$ cat src/rtl/adder_accumulator_pkg.sv
// Shared types and constants for the adder_accumulator slice.
// State encoding is fixed so the FSM can be probed consistently across builds.
package adder_accumulator_pkg;

  localparam int DATA_W = 8;

  typedef enum logic [1:0] {
    IDLE  = 2'd0,
    ACCUM = 2'd1,
    DONE  = 2'd2
  } state_t;

  // Single-bit full adder returning {carry_out, sum}.
  function automatic logic [1:0] fullAdd(input logic a, input logic b, input logic c);
    logic s;
    logic co;
    s  = a ^ b ^ c;
    co = (a & b) | (a & c) | (b & c);
    return {co, s};
  endfunction

endpackage

$ cat src/rtl/eight_bit_adder.sv
// Ripple-carry 8-bit adder datapath used by adder_accumulator.
// Purely combinational: so = a + b + ci, co is the carry out of bit 7.
module eight_bit_adder
  import adder_accumulator_pkg::*;
(
  input  logic [DATA_W-1:0] a,
  input  logic [DATA_W-1:0] b,
  input  logic              ci,
  output logic [DATA_W-1:0] so,
  output logic              co
);

  logic [DATA_W:0] w_carry;

  assign w_carry[0] = ci;

  for (genvar i = 0; i < DATA_W; i++) begin : g_bit
    assign {w_carry[i+1], so[i]} = fullAdd(a[i], b[i], w_carry[i]);
  end

  assign co = w_carry[DATA_W];

endmodule

$ cat src/rtl/adder_accumulator.sv
// Multi-operand summation stage: folds len operands through eight_bit_adder, counts carries.
// Optional build macro ACC_ABORT_EN adds a synchronous i_abort input that cancels a run.
module adder_accumulator
  import adder_accumulator_pkg::*;
#(
  parameter int CNT_W = 4
) (
`ifdef ACC_ABORT_EN
  input  logic                    i_abort,
`endif
  input  logic                    i_clk,
  input  logic                    i_rst,
  input  logic                    i_start,
  input  logic [CNT_W-1:0]        i_len,
  input  logic                    i_in_valid,
  input  logic [DATA_W-1:0]       i_in_data,
  output logic                    o_in_ready,
  output logic                    o_out_valid,
  output logic [DATA_W+CNT_W-1:0] o_out_sum,
  input  logic                    i_out_ready,
  output logic                    o_busy
);

  state_t             r_state;
  state_t             w_nextState;
  logic [DATA_W-1:0]  r_acc;
  logic [CNT_W-1:0]   r_carryCnt;
  logic [CNT_W-1:0]   r_remaining;

  logic [DATA_W-1:0]  w_adderSum;
  logic               w_adderCo;
  logic               w_accept;
  logic               w_abort;

`ifdef ACC_ABORT_EN
  assign w_abort = i_abort && (r_state != IDLE);
`else
  assign w_abort = 1'b0;
`endif

  assign w_accept = i_in_valid && (r_state == ACCUM);

  eight_bit_adder u_adder (
    .a  (r_acc),
    .b  (i_in_data),
    .ci (1'b0),
    .so (w_adderSum),
    .co (w_adderCo)
  );

  always_ff @(posedge i_clk or posedge i_rst) begin
    if (i_rst) begin
      r_state <= IDLE;
    end else begin
      r_state <= w_nextState;
    end
  end

  // Abort outranks every other transition, including a same-cycle handshake.
  always_comb begin
    w_nextState = r_state;
    if (w_abort) begin
      w_nextState = IDLE;
    end else begin
      case (r_state)
        IDLE: begin
          if (i_start) begin
            w_nextState = (i_len == '0) ? DONE : ACCUM;
          end
        end
        ACCUM: begin
          if (w_accept && (r_remaining == CNT_W'(1))) begin
            w_nextState = DONE;
          end
        end
        DONE: begin
          if (i_out_ready) begin
            w_nextState = IDLE;
          end
        end
        default: w_nextState = IDLE;
      endcase
    end
  end

  always_comb begin
    o_in_ready  = (r_state == ACCUM);
    o_out_valid = (r_state == DONE);
    o_busy      = (r_state != IDLE);
    o_out_sum   = '0;
    if (r_state == DONE) begin
      o_out_sum = {r_carryCnt, r_acc};
    end
  end

  // The carry counter can never wrap: (2^CNT_W-1)*255 fits in DATA_W+CNT_W bits.
  always_ff @(posedge i_clk or posedge i_rst) begin
    if (i_rst) begin
      r_acc       <= '0;
      r_carryCnt  <= '0;
      r_remaining <= '0;
    end else if (w_abort) begin
      r_acc       <= '0;
      r_carryCnt  <= '0;
      r_remaining <= '0;
    end else begin
      case (r_state)
        IDLE: begin
          if (i_start) begin
            r_acc       <= '0;
            r_carryCnt  <= '0;
            r_remaining <= i_len;
          end
        end
        ACCUM: begin
          if (w_accept) begin
            r_acc       <= w_adderSum;
            r_carryCnt  <= r_carryCnt + CNT_W'(w_adderCo);
            r_remaining <= r_remaining - CNT_W'(1);
          end
        end
        default: begin
        end
      endcase
    end
  end

endmodule

$ cat config.mk
export PLATFORM = sky130hd
export DESIGN_NAME = adder_accumulator
export DESIGN_NICKNAME = d
export VERILOG_FILES = /design/src/rtl/adder_accumulator_pkg.sv /design/src/rtl/eight_bit_adder.sv /design/src/rtl/adder_accumulator.sv
export SDC_FILE = /design/constraint.sdc
export NUM_CORES = 1
export LEC_CHECK = 0
export CAP_MARGIN = 20
export CORE_MARGIN = 2
export CORE_UTILIZATION = 30
export CTS_BUF_LIST = sky130_fd_sc_hd__clkbuf_8
export DETAILED_ROUTE_END_ITERATION = 16
export SLEW_MARGIN = 10
export SYNTH_ARGS = -nofsm -noshare
export SYNTH_HDL_FRONTEND = slang
export SYNTH_SLANG_ARGS = --single-unit
export TNS_END_PERCENT = 5
$ cat constraint.sdc
create_clock -name i_clk -period 5 [get_ports i_clk]
set_input_delay 0.5 -clock i_clk [delete_from_list [all_inputs] [get_ports i_clk]]
set_output_delay 0.5 -clock i_clk [all_outputs]
set_load 0.1 [all_outputs]
==> metrics <==
Worst path max stage delay 460 ps; worst slew pin tran 970 ps; crit-path max FO 2; Distinct cells, synth 38; TNS Setup 0 ps; DR iter-0 viols 55; Cell Chain, Critical Path clkdlybuf4s50_1 > ha_1 > inv_1 > fa_1 > fa_1 > fa_1 > fa_1 > fa_1 > inv_1 > fa_1 > inv_1 > fa_1 > inv_1 > ha_1 > ha_1 > nand2_1 > mux2_2 > a22o_1; worst endpoint required time 5150 ps; vias in the first global route 1079; RSZ-0062 raised after global routing false; Synth Flop Type dfrtp_1; CTS Hold Bufs 0; starting density of the core 0.312; layout cells sized above 1 0.0497; die outline area 4690 sq um; post-synthesis cell area 1250 sq um; Post-CTS Setup Inserts 0; Critical Path Start Type input pin; fmax 0.226 GHz; Final Skew 1.44 ps; Core Footprint 4000 sq um; number of synthesized register bits 18; hold slack 540 ps; min cycle time layout 4430 ps; vias 1046; area leader, netlist dfrtp_1; Post-synth EDFFs 0; CTS root buffer clkbuf_8; placed cell areas 1580 sq um; Synth Area per Inst 9.32 sq um; HP Class reg2reg; register area share after synthesis 0.361; most frequent cell after synthesis inv_1; Reg clk slew, reported paths 70 ps; CP bufs+invs 5; Reg power frac 0.312; Die Wd 68.5 microns; die height 68.5 microns; Psw 0.000453 W; H-tree levels 1; gate count of the mapped netlist 134; slew margin rel. 0.351; Sequential cell area 450 sq um; Leak 0.699 nW; status finished, final reports clean; routed wire length 2800 microns; hold path startpoint r_acc[0]$_DFFE_PP0P_; switching share of power 0.509; CP endpoint kind flop; Fin. Hold Viols 0; TritonCTS clock tree yes; cts repair resizes 0; post-route DRC violation count 0; Post-Layout Cell Count 211; final-layout fill cell count 387; Comb pwr share 0.554; Vias/cell 4.96; Slew Viols, Final 0; final worst path period share 0.887; Buffers on Ports 31; DPL Wire Length 2050 microns; Post-synth top cells 23 x inv_1, 18 x dfrtp_1, 9 x nor3_1, 9 x o21ai_0; CP most frequent cell fa_1; placed insts 207; Antenna Violating Nets Remaining 0; Worst-Skew Late Latency 250 ps; CTS Buffer Depth 2; clock share of power 0.135; final setup violation count 0; Rows 23; GRT Total Usage 0.144; CP top delay family adder cells; initial antenna violation count 0; first-pass GRT wire length 5090 microns; PwrDens 546 nW/um^2; maximum vdd ir drop 0.000257 V; I/O pin total 32; share of the synthesized area in the top cell type 0.361; Post-layout nets 191; final instance area 1630 sq um; max-capacitance violation count 0; grt total ovfl 0; total CTS buffers 3; Internal Pwr Total 0.000437 W; multi-input logic area 662 sq um; crit path from i_in_data[0]; worst path arrival time 4580 ps; DRT Pass-1 Iters 4; Mapped Nets 163; clock sinks 18; Layout area overhead 30.6%; largest net degree at the start of global routing 27; r2r startpoint r_acc[0]$_DFFE_PP0P_; critical setup path kind in2reg; standard cell with the maximum stage delay on the critical path clkdlybuf4s50_1; Yosys warnings 0; fraction of registers with async set/reset 1.00; top cells by area, synth dfrtp_1 36%, fa_1 11%, inv_1 6.9%, ha_1 5.0%, or4_1 4.2%; post-DR wirelength/cell 13.3 microns; RePlAce Congestion 0.785; # diodes 0
==> sequential cells by signal, summed over array words and instances, names as in the netlist <==
register     flops
r_state          2
r_acc            8
r_carryCnt       4
r_remaining      4
==> final cells by class <==
cell class / instances / share of cell area
flip-flops and latches: 18 / 0.276
inverters: 24 / 0.0553
clock buffers: 4 / 0.0338
well taps: 50 / 0.0384
repair buffers: 31 / 0.190
multi-input cells: 84 / 0.406
==> power by group through the flow <==
stage          sequential [W]  combinational (W)  clock [W]
2_1_floorplan        0.000227           0.000437          0
3_3_place_gp         0.000277           0.000487          0
3_5_place_dp         0.000280           0.000497          0
4_1_cts              0.000277           0.000500   0.000125
5_1_grt              0.000290           0.000552   0.000130
6_report             0.000277           0.000492   0.000120
==> layout by cell type (no fill, tap or decap), drive strengths merged, types with 2 or more instances in the layout <==
master / Yosys / final
clkdlybuf4s50: 0 / 31
inv: 24 / 24
dfrtp: 18 / 18
o21ai: 12 / 12
nor3: 9 / 9
or4: 7 / 7
fa: 7 / 7
nand2: 5 / 5
ha: 5 / 5
nor2: 4 / 4
nand4: 4 / 4
and2: 4 / 4
clkbuf: 5 / 4
mux2i: 3 / 3
o31ai: 2 / 2
a211oi: 2 / 2
mux2: 2 / 2
a21oi: 2 / 2
==> worst paths after layout <==
| path | to | slack (ps) | cells past startpoint |
|---|---|---|---|
| max reg2reg | r_carryCnt[2]$_DFFE_PP0P_ | 900 | 17 |
| max | r_carryCnt[2]$_DFFE_PP0P_ | 570 | 18 |
| max in group asynchronous | r_acc[4]$_DFFE_PP0P_ | 3890 | 2 |
| min reg2reg | r_acc[0]$_DFFE_PP0P_ | 540 | 2 |
| min | r_acc[0]$_DFFE_PP0P_ | 540 | 2 |
| min in group asynchronous | r_acc[1]$_DFFE_PP0P_ | 660 | 2 |
==> metal layers <==
layer  vias up  part of all wire  GRT usage
li1        515                 -          -
met1       503              0.47      0.203
met2        24              0.47      0.222
met3         4             0.045     0.0325
met4         0             0.010     0.0400
met5         -                 0          0
==> worst min-delay path, stage by stage, from the launching register on <==
cell and delay (ps):
dfrtp_1 370, o21ai_0 90, nand2_1 60
==> cell families after synthesis <==
logic type | after synthesis | share of synthesized area
mux | 5 | 0.0451
simple gates | 41 | 0.192
fa+ha+maj | 12 | 0.162
flops | 18 | 0.361
compound gates | 26 | 0.130
buf+inv | 32 | 0.109
==> stage by stage <==
stage	setup WS [ps]	power [W]	utilization
after floorplan	961	0.000664	-
after global placement	303	0.000763	0.394
after detailed placement	263	0.000777	0.394
after CTS	512	0.000901	0.408
after global routing	277	0.000972	0.408
final	566	0.000889	0.408
No activity file was read; power rests on OpenSTA's default activity.
